<file path="src/rtl/core_pkg.sv">
// Shared core definitions for the program-counter sequencer.
//  pc_seq_state_e : sequencer FSM states
//  XLEN           : architectural register / address width
//  INST_BYTES     : instruction size in bytes (sequential PC step)
//  DEF_RESET_PC   : default first fetch address
//  word_align     : clears the sub-word bits of an address
package core_pkg;

  localparam int unsigned XLEN       = 32;
  localparam int unsigned INST_BYTES = 4;

  localparam logic [XLEN-1:0] DEF_RESET_PC = 32'h0000_0000;

  typedef enum logic [1:0] {
    BOOT  = 2'd0,
    RUN   = 2'd1,
    FLUSH = 2'd2,
    HALT  = 2'd3
  } pc_seq_state_e;

  function automatic logic [XLEN-1:0] word_align(input logic [XLEN-1:0] addr);
    return addr & ~XLEN'(INST_BYTES - 1);
  endfunction

endpackage

</file>
<file path="src/rtl/pc_sequencer.sv">
// Program counter owner and fetch sequencer.
// Arbitrates trap / redirect / halt / stall / sequential PC sources and
// inserts flush bubbles after every control transfer. All outputs registered.
//  clk, rstn        : clock, synchronous active-low reset
//  hazard_stall     : hold PC (RUN only)
//  decode_ready     : PC advances only when high
//  redirect_valid   : taken branch/jump, target on redirect_pc
//  trap_valid       : exception, target on trap_vec (highest priority)
//  halt_req, resume : debug halt level / resume pulse
//  pc_out           : address presented to fetch
//  fetch_stall      : fetch stall
//  flush            : squash in-flight fetch/decode
//  pc_valid         : pc_out is a real fetch address
//  halted           : core halted for debug
//  misalign         : 1-cycle pulse, redirect target had low bits set
module pc_sequencer
  import core_pkg::*;
#(
  parameter logic [XLEN-1:0] RESET_PC         = DEF_RESET_PC,
  parameter int unsigned     REDIRECT_BUBBLES = 2
) (
  input  logic            clk,
  input  logic            rstn,
  input  logic            hazard_stall,
  input  logic            decode_ready,
  input  logic            redirect_valid,
  input  logic [XLEN-1:0] redirect_pc,
  input  logic            trap_valid,
  input  logic [XLEN-1:0] trap_vec,
  input  logic            halt_req,
  input  logic            resume,
  output logic [XLEN-1:0] pc_out,
  output logic            fetch_stall,
  output logic            flush,
  output logic            pc_valid,
  output logic            halted,
  output logic            misalign
);

  // Counter reload: bubbles already include the entry cycle.
  localparam logic [2:0] BUB_LOAD = 3'(REDIRECT_BUBBLES - 1);

  pc_seq_state_e   state, state_n;
  logic [XLEN-1:0] pc_n;
  logic [2:0]      cnt, cnt_n;
  logic            mis_n;
  logic            hold_n;

  always_comb begin
    state_n = state;
    pc_n    = pc_out;
    cnt_n   = 3'd0;
    mis_n   = 1'b0;
    hold_n  = 1'b0;
    unique case (state)
      BOOT: state_n = RUN;
      RUN: begin
        if (trap_valid) begin
          pc_n    = word_align(trap_vec);
          state_n = FLUSH;
          cnt_n   = BUB_LOAD;
        end else if (redirect_valid) begin
          pc_n    = word_align(redirect_pc);
          mis_n   = |redirect_pc[1:0];
          state_n = FLUSH;
          cnt_n   = BUB_LOAD;
        end else if (halt_req) begin
          state_n = HALT;
        end else if (hazard_stall || !decode_ready) begin
          hold_n  = 1'b1;
        end else begin
          pc_n    = pc_out + XLEN'(INST_BYTES);
        end
      end
      FLUSH: begin
        // A fresh control transfer restarts the bubble window.
        if (trap_valid) begin
          pc_n  = word_align(trap_vec);
          cnt_n = BUB_LOAD;
        end else if (redirect_valid) begin
          pc_n  = word_align(redirect_pc);
          mis_n = |redirect_pc[1:0];
          cnt_n = BUB_LOAD;
        end else if (cnt == 3'd0) begin
          state_n = halt_req ? HALT : RUN;
        end else begin
          cnt_n = cnt - 3'd1;
        end
      end
      HALT: begin
        // Redirects are ignored here: the pipeline is already drained.
        if (trap_valid) begin
          pc_n    = word_align(trap_vec);
          state_n = FLUSH;
          cnt_n   = BUB_LOAD;
        end else if (resume) begin
          state_n = RUN;
        end
      end
      default: state_n = BOOT;
    endcase
  end

  always_ff @(posedge clk) begin
    if (!rstn) begin
      state       <= BOOT;
      pc_out      <= RESET_PC;
      cnt         <= 3'd0;
      fetch_stall <= 1'b1;
      flush       <= 1'b1;
      pc_valid    <= 1'b0;
      halted      <= 1'b0;
      misalign    <= 1'b0;
    end else begin
      state       <= state_n;
      pc_out      <= pc_n;
      cnt         <= cnt_n;
      fetch_stall <= (state_n == HALT) || hold_n;
      flush       <= (state_n == FLUSH);
      pc_valid    <= (state_n == RUN);
      halted      <= (state_n == HALT);
      misalign    <= mis_n;
    end
  end

endmodule

</file>
<file path="config.mk">
export PLATFORM = sky130hd
export DESIGN_NAME = pc_sequencer
export DESIGN_NICKNAME = d
export VERILOG_FILES = /design/src/rtl/core_pkg.sv /design/src/rtl/pc_sequencer.sv
export SDC_FILE = /design/constraint.sdc
export NUM_CORES = 1
export LEC_CHECK = 0
export ABC_AREA = 0
export BUFFER_PORTS_ARGS = -buffer_cell sky130_fd_sc_hd__buf_4
export CAP_MARGIN = 10
export CORE_MARGIN = 1.5
export CORE_UTILIZATION = 45
export DETAILED_ROUTE_END_ITERATION = 12
export PLACE_DENSITY = 0.74
export SETUP_SLACK_MARGIN = 0.02
export SYNTH_ARGS = -nofsm -noshare
export SYNTH_HDL_FRONTEND = slang
export SYNTH_SLANG_ARGS = --single-unit
</file>
<file path="constraint.sdc">
create_clock -name clk -period 2.3 [get_ports clk]
set_input_delay 0.575 -clock clk [delete_from_list [all_inputs] [get_ports clk]]
set_output_delay 0.575 -clock clk [all_outputs]
set_load 0.02 [all_outputs]
</file>
* Word-level counts from Yosys, hierarchy flattened
Cells that the tools add are included.
Word-level totals: bits in registers 42, input port bits 72
Cells by class: bitwise logic cells 3, $add $sub $neg 2, multiplexer cells 30, equal/unequal tests 10, reductions and logical operators 10
Operator list (count):
- $mux 32 | 7
- $pmux 32 s3 | 1
- $add 32x3->32 const B | 1
- $mux 2 | 9
- $mux 3 | 3
- $pmux 3 s3 | 1
- $eq 2x2->1 const B | 4
- $mux 1 | 8
- $ne 4x4->1 const B | 2
- $pmux 2 s4 | 1
- $reduce_and 5->1 | 1
- $eq 2x1->1 const B | 2
- $reduce_or 2->1 | 2
- $reduce_or 4->1 | 1
- $logic_not 3->1 | 1
- $ne 3x3->1 const B | 1
- $not 1->1 | 3
- $reduce_bool 3->1 | 1
- $sub 3x1->3 const B | 1
- $logic_not 2->1 | 1
- $logic_or 1x1->1 | 2
- $ne 2x2->1 const B | 1
- $logic_not 1->1 | 1

* Logic depth before layout (Yosys ltp)
Gate-level depths: netlist of run 1.
depth after elaboration 8, depth in mapped cells 10, gate-level depth less buffers 7

* Worst setup path before layout of run 1
OpenSTA, ideal clock, no wires.
path kind flip-flop to flip-flop, start register state[0], end register pc_out[31], stages on the path, launching flop included 10, library setup time 0.120 ns, path slack -0.166 ns, data required time 2.180 ns, arrival time 2.346 ns, path through dfxtp_1 inv_1 ha_1 buf_6 or4b_4 a311o_1 buf_6 a221o_1 nor4b_2 nor2_1
Between the ends: longest elaborated chain between the ends 3
Ends and longest elaborated chain:
- start: declaration | RTL line pc_sequencer.sv:43 | pc_seq_state_e state, state_n;
- start signal: assignment | RTL line pc_sequencer.sv:115 | state <= state_n;
- $eq 2x1->1 or $eq 2x2->1 (tied branches) | RTL line pc_sequencer.sv:55 | unique case (state)
- $ne 4x4->1 (no source line), or another cell as far along
- $reduce_and 5->1 (no source line)
- end signal: assignment | RTL line pc_sequencer.sv:116 | pc_out <= pc_n;
- end: declaration | RTL line pc_sequencer.sv:32 | output logic [XLEN-1:0] pc_out,
Parallel ways exist; a longest one is shown, timed or not. A chain may end at the register's enable or synchronous reset.

* Final worst setup path of run 1
start register state[0], end register pc_out[18]
Same word-level chain as after synthesis.

==> metrics list, run 1 <==
* Status: complete, no violations
- Relative slew margins: 54.5%
- The most used flip-flop cell after synthesis is dfxtp_1.
- Setup repair after global routing could not meet its margin everywhere.
- Type of the worst setup path: flip-flop to flip-flop
* Global placement routability congestion: roughly 0.89
- Part of the Yosys area used for sequential elements: a little over a quarter
- Along the worst path, the maximum fanout reaches 17.
- TritonCTS buffer count: 5
* Buf/Inv on CP: 3
- Among all stages on the critical path, the largest delay is contributed by or4_1.
- Distinct cell type count of the synthesized netlist: 62
* Chip height: ~84 um
- After the last flow step, the layout net total stands at 590.
* Number of vias in the routed layout: roughly 3700
- Number of standard-cell rows in the floorplan: 29
- For this block, the routed nets add up to between 10000 and 15000 um of wire.
* Remaining routing DRC violations: 0
* Count of non-filler cells in the finished layout: between 500 and 600
* Final antenna-violating net count: 0
* Number of hold-repair buffers added at the cts stage: 0
- Post-Route Hold Slack: 489 ps
* Warnings, synthesis: 0
- Static timing analysis puts the maximum clock frequency at between 400 and 500 MHz.
- Worst slew pin tran: approximately 700 ps
* Buffers inserted during post-CTS setup optimization: 0
- Global-route usage over all layers: 28.6%
- Crit path required time: between 2000 and 3000 ps
* Number of global-route vias before repair: between 3000 and 4000
- Across all setup checks in the final design, the least slack found is approximately 120 ps.
- Largest delay share family, worst path: simple AND/OR/NAND/NOR gates
- After synthesis, the largest area contributor takes up about 27% of total cell area.
* Dpl cell area: ~4000 um2
- The first global-routing pass estimated 16700 um of wire.
- Including well taps, the total number of placed cells is between 500 and 600.
* Worst-Skew Late Latency: 310 ps
* IR Drop Worst-Case VDD: between 0.3 and 0.4 mV
* Count of input and output buffers: 104
* Length in cells of the worst reg-to-reg path: 8
- Htree depth: 2
* Vias per cell: 6.22
- Across the run, the number of max-cap violations was 0.
- The core region is approximately 6300 um2.
- Power Dens Cells: between 500 and 600 nW/um2
- The critical path goes through inv_4 > ha_4 > buf_6 > or4_1 > buf_4 > nor3_1 > a222oi_1 > o22ai_1.
- Most area-hungry cell type in the Yosys netlist: dfxtp_1
- The die covers 7100 um2.
- Dividing the final minimum period by the clock period gives roughly 95%.
* Sinks on the clock net: 40
- The worst path in the final design needs a cycle of around 2200 ps, including I/O delays and setup.
- Final hold violations: 0
* Share of synthesized registers carrying an async set or reset: 0%
* Maximum single-stage delay on the critical path: roughly 600 ps
* Post-synth design cell area: about 3000 um2
* Number of antenna cells inserted: 0
- After routing the design area is around 4200 um2.
- Before antenna repair, the detailed router went through 5 iterations.
- From synthesis to final layout, the design area changed by 41.1%.
- Fraction of layout instances using a drive strength above 1: about a third
- The worst register-to-register path begins at state[0]$_SDFF_PN0_.
- In this run the critical register-to-register path is captured at pc_out[18]$_SDFFE_PN0P_.
- The worst hold path passes through 2 cells.
* Slack of the worst reg-to-reg path: about 120 ps
- STA classifies the critical path endpoint as a flip-flop.
* Pin count of the biggest net entering global routing: 33
- The completed layout was analyzed and its total power is 2.36 mW.
- Final Setup Violations: 0
- In the final timing run, aggregate negative setup slack is 0 ps.
- CTS root buf: clkbuf_8
- In the post-synthesis netlist, the biggest area contributors are dfxtp_1, o21ai_0, a21oi_1.
* Sum of net half-perimeters after detailed placement: 7440 um
- Worst hold path class: flip-flop to flip-flop
* Max Clock Skew: about 15 ps
- Number of antenna violations at the first check in global routing: 0
- Worst Hold End: cnt[1]$_SDFF_PN0_
- Pin placement for this block handled about 110 I/O pins.
- Once the floorplan was initialized, standard cells occupied 46.8% of the core.
* Clock-pin slew reported for the worst setup and hold paths after clock tree synthesis: 100 ps
- Origin of the worst min-delay path: cnt[2]$_SDFF_PN0_
- Dividing the synthesized area by the synthesized cell count gives approximately 7.5 um2.
* Final core area utilization: 66.0%
- The worst setup path is launched from a flip-flop.
- Number of flops mapped to enable cells by yosys: 0
* Max Root-Sink Buffers: 2
- Worst slack, placed: -115 ps
- Data arrives at the worst endpoint at between 2000 and 2500 ps.
- By count the netlist is led by o21ai_0, dfxtp_1, nand2_1.
- After technology mapping, the gate count stands at 396.
- Measured along the x axis, the die boundary spans 84.3 um.
- Number of DRC violations after detailed-routing iteration 0: around 280
* Total grt overflow: 0
- For this design the static power due to leakage is 1.76 nW.
- The final max-slew violation count came to 0.
- After detailed routing, the average wire length per cell comes to 17.3 um.
* Most frequently used cell type in the post-synthesis netlist: o21ai_0
- Flop and latch count out of synthesis: 40
* CTS tree: done
[logic make-up (layout without fill, tap and decap cells)]
group / Yosys count / count (layout) / synth area share, %
AOI/OAI and AO/OA: 154 / 154 / 34.8
xor gates and xnor gates: 2 / 2 / 0.590
adders and majority gates: 6 / 6 / 2.53
buffers and inverters: 49 / 165 / 7.12
DFF: 40 / 40 / 26.9
muxes: 9 / 9 / 3.24
other: 1 / 2 / 0.126
and+or+nand+nor: 135 / 135 / 24.6
[layout by cell type (no fill, tap or decap), types with 8 or more instances in the layout]
cell type	netlist	layout
dfxtp_1	40	38
a21oi_1	32	32
inv_1	13	12
nand2_1	34	34
o21ai_0	43	43
buf_4	2	142
or4_1	9	8
a22oi_1	8	8
nand3_1	12	11
nor3_1	9	8
nor2_1	26	26
[final cells by class]
cell class	instances	area (um2)
Inverter	13	51.3
Fill cell	553	2160
Clock inverter	2	35.0
Timing Repair Buffer	144	1100
Multi-Input combinational cell	308	2030
Clock buffer	6	72.6
Tap cell	77	96.3
Sequential cell	40	806
[how the worst max path moves through the flow]
stage	start	to	cells past startpoint
after floorplan	state[0]$_SDFF_PN0_	pc_out[31]$_SDFFE_PN0P_	9
after global placement	hazard_stall	pc_out[31]$_SDFFE_PN0P_	6
after detailed placement	hazard_stall	pc_out[23]$_SDFFE_PN0P_	6
after CTS	state[0]$_SDFF_PN0_	pc_out[23]$_SDFFE_PN0P_	8
after global routing	state[0]$_SDFF_PN0_	pc_out[31]$_SDFFE_PN0P_	7
final	state[0]$_SDFF_PN0_	pc_out[18]$_SDFFE_PN0P_	8
[routing by layer]
layer	vias to the layer above	share of wire, %	global-route usage [%]
li1	1737	-	-
met1	1744	43	38.3
met2	167	47	47.1
met3	20	7.1	4.42
met4	0	2.0	9.39
met5	-	0	0
[worst min-delay path: stages (launching register included)]
cell     delay [ps]
dfxtp_1         340
nand2_1          60
a21oi_1          50
[registers in the layout (all words and copies together) (netlist names)]
signal and flops:
cnt 3, fetch_stall 1, flush 1, halted 1
misalign 1, pc_out 30, pc_valid 1, state 2
[power breakdown]
group	switching, mW	internal, mW
clock network	0.286	0.323
registers	0.0862	0.770
logic	0.471	0.426
total	0.843	1.52
[timing repair]
action / 4_1_cts / 5_1_grt
endpoints found under the setup margin: 0 / 21
endpoints found under the hold margin: 0 / 0
gates resized for setup: 0 / 12
Power figures use the tool's default switching activity.
==> run 2, diff against run 1 <==
--- a/config.mk
+++ b/config.mk
@@ -8,10 +8,10 @@
 export ABC_AREA = 0
 export BUFFER_PORTS_ARGS = -buffer_cell sky130_fd_sc_hd__buf_4
 export CAP_MARGIN = 10
-export CORE_MARGIN = 1.5
-export CORE_UTILIZATION = 45
+export CORE_MARGIN = 1
+export CORE_UTILIZATION = 54
 export DETAILED_ROUTE_END_ITERATION = 12
-export PLACE_DENSITY = 0.74
+export PLACE_DENSITY = 0.83
 export SETUP_SLACK_MARGIN = 0.02
 export SYNTH_ARGS = -nofsm -noshare
 export SYNTH_HDL_FRONTEND = slang
==> constraint.sdc (replaced) <==
create_clock -name clk -period 2.7 [get_ports clk]
set_input_delay 0.675 -clock clk [delete_from_list [all_inputs] [get_ports clk]]
set_output_delay 0.675 -clock clk [all_outputs]
set_load 0.02 [all_outputs]
==> run 2 against run 1 <==
Core utilization grew 9.3 points; non-clock buffer count shrank 23; routed wire length shrank 3.1%; die area shrank 18%; first-iteration DRC count grew 22%; highest routed layer unchanged.
==> metrics list, run 2 (synthesized netlist as in run 1, its figures left out) <==
- Measured along the y axis, the die boundary spans approximately 76 um.
* Detailed Route WL: a little under 10000 um
- Global routing used a little under three fifths of the available met2 tracks.
- Net switching share of the total power: 37.2%
- Leading cell types in the layout, fill and taps excluded: buf_4, o21ai_0, dfxtp_1
- At the worst endpoint, the required time is roughly 2900 ps.
- Number of nets at the end of the flow: approximately 570
* Chain of cells forming the critical path: inv_1 > ha_1 > buf_4 > or2_2 > a311o_1 > a221o_1 > nor4b_2 > nor2_1
* Sum of net half-perimeters after detailed placement: 7030 um
- Count of input and output buffers: 104
- The worst setup path is captured at a flip-flop.
* P_sw: between 0.6 and 0.7 mW
* Pin count of the biggest net entering global routing: 33
- STA classifies the critical path startpoint as a flip-flop.
* Maximum single-stage delay on the critical path: 470 ps
- Number of DRC violations after detailed-routing iteration 0: roughly 340
* Type of the worst setup path: flip-flop to flip-flop
* Met1 usage in global routing: about two fifths
- The routed design could run at a clock period as short as 2590 ps.
* Power Dens Cells: between 400 and 500 nW/um2
- Setup violations remaining at the end of the flow were counted as 0.
- Met3 Resource Use GR: 7.43%
- Setup repair after global routing left no endpoint under its margin.
* Routed length per placed instance: approximately 18 um
* Status: complete, no violations
- Routability-driven placement finished with a final weighted congestion of about 0.94.
- Derived from the worst setup path, the maximum achievable clock frequency is between 300 and 400 MHz.
- Final antenna-violating net count: 0
- The register with the most flip-flops in the layout has 30 of them.
* Total leakage power: approximately 1.6 nW
* Remaining routing DRC violations: 0
* Sinks on the clock net: 40
- The final max-slew violation count came to 0.
* Initial core utilization: between 50% and 60%
- Reg with most FFs: pc_out
* Total Negative Setup Slacks: 0 ps
* Relative contribution of sequential cells to total power: between 40 and 50%
- Layout Area Growth over Synthesis: 31.9%
- Largest registers: pc_out x30, cnt x3, state x2
- Clock skew on the completed layout was measured at ~7 ps.
- Clock-pin slew reported for the worst setup and hold paths after clock tree synthesis: around 80 ps
- TritonCTS buffer count: 5
* Gate power share: a little under two fifths
- 109 I/O pins were placed.
* Biggest fanout along the worst timing path: 17
- Critical-path cell with the highest stage delay: a311o_1
- The critical path contains buffers and inverters numbering 2 combined.
- Total grt overflow: 0
- In this run the deepest clock path goes through 2 buffers.
- The via count of the first global-routing pass is about 3400.
- Number of hold-repair buffers added at the cts stage: 0
- In the global route stage, overall resource usage came out at about a third.
- Number of standard-cell rows in the floorplan: 26
* Relative slew margins: between 50% and 60%
- Number of vias in the routed layout: ~3700
- Grt peak-use layer: met2
- CTS root buf: clkbuf_8
- Buffers inserted during post-CTS setup optimization: 0
* Final hold violations: 0
- Vias per cell: 6.53
- The number of gates resized after CTS was 0.
- Number of antenna violations at the first check in global routing: 0
* Wire length of the first global-routing pass: around 16000 um
- Power comes to approximately 1.8 mW.
- Worst hold path class: flip-flop to flip-flop
- Data on the critical path arrives at its endpoint at 2780 ps.
* Worst-Skew Late Latency: around 300 ps
- Cells with a size suffix above 1 make up a little under a third of the layout.
- 0 antenna diodes ended up in the layout.
* Int Power: between 1 and 1.5 mW
* Largest delay share family, worst path: compound AO/OA/AOI/OAI gates
- Across the run, the number of max-cap violations was 0.
- CTS tree: done
- IR Drop Worst-Case VDD: 0.306 mV
- For the pin with the worst max-slew slack, the measured transition is roughly 640 ps.
* Share of power burned in the clock network: 21.7%
- Number of iterations in the first detailed-routing pass: 5
- The setup check on the worst reg-to-reg path leaves a slack of 110 ps.
- The H-tree was split into 2 levels.
* Total die area: roughly 5800 um2
* Leading cell type in the layout, fill and taps excluded: buf_4
- The total area inside the core boundary comes to between 5000 and 6000 um2.
* Die Span X: about 76 um
* Final clock period utilization by the worst path: 95.9%
[run 2: area by class of cell]
| class | instances | area [um2] |
|---|---|---|
| Fill cell | 412 | 1280 |
| Clock inverter | 2 | 12.5 |
| Timing Repair Buffer | 121 | 921 |
| Multi-Input combinational cell | 308 | 1980 |
| Tap cell | 70 | 87.6 |
| Clock buffer | 5 | 68.8 |
| Inverter | 13 | 48.8 |
| Sequential cell | 40 | 801 |
[run 2: power by group through the flow]
stage	sequential, mW	clock, mW	combinational, mW
4_1_cts	0.739	0.392	0.687
3_5_place_dp	0.752	0	0.684
2_1_floorplan	0.804	0	0.334
6_report	0.744	0.399	0.693
3_3_place_gp	0.749	0	0.667
5_1_grt	0.752	0.420	0.747
[run 2: worst paths after layout]
path | from | to | cells past startpoint
worst max-delay path | state[0]$_SDFF_PN0_ | pc_out[31]$_SDFFE_PN0P_ | 8
worst min-delay path | cnt[2]$_SDFF_PN0_ | cnt[1]$_SDFF_PN0_ | 2
worst max register to register | state[0]$_SDFF_PN0_ | pc_out[31]$_SDFFE_PN0P_ | 8
worst min register to register | cnt[2]$_SDFF_PN0_ | cnt[1]$_SDFF_PN0_ | 2
[run 2: worst reg2reg max path, delay by kind of cell, from the launching register on]
family	cells	cell delay [ps]
flops	1	400
compound gates	2	800
buf+inv	2	330
fa+ha+maj	1	240
simple gates	3	710
[run 2: metal layers]
layer  routed length, um  share of wire [%]  vias up
met5                   0                  0        -
met4                 208                2.1        0
met3                1010                 10       27
met2                4640                 47      239
met1                4040                 41     1700
li1                    -                  -     1687
[run 2: metrics by stage]
| stage | utilization (%) | area [um2] | std cells | hold slack [ps] | setup WS (ps) |
|---|---|---|---|---|---|
| after global routing | 75.3 | 3920 | 559 | 520 | 24.4 |
| after global placement | 73.8 | 3840 | 552 | 464 | 163 |
| after floorplan | - | 2980 | 397 | 450 | 234 |
| final | 75.3 | 3920 | 559 | 484 | 110 |
| after CTS | 75.3 | 3920 | 559 | 488 | 152 |
| after detailed placement | 73.8 | 3840 | 552 | 473 | 137 |
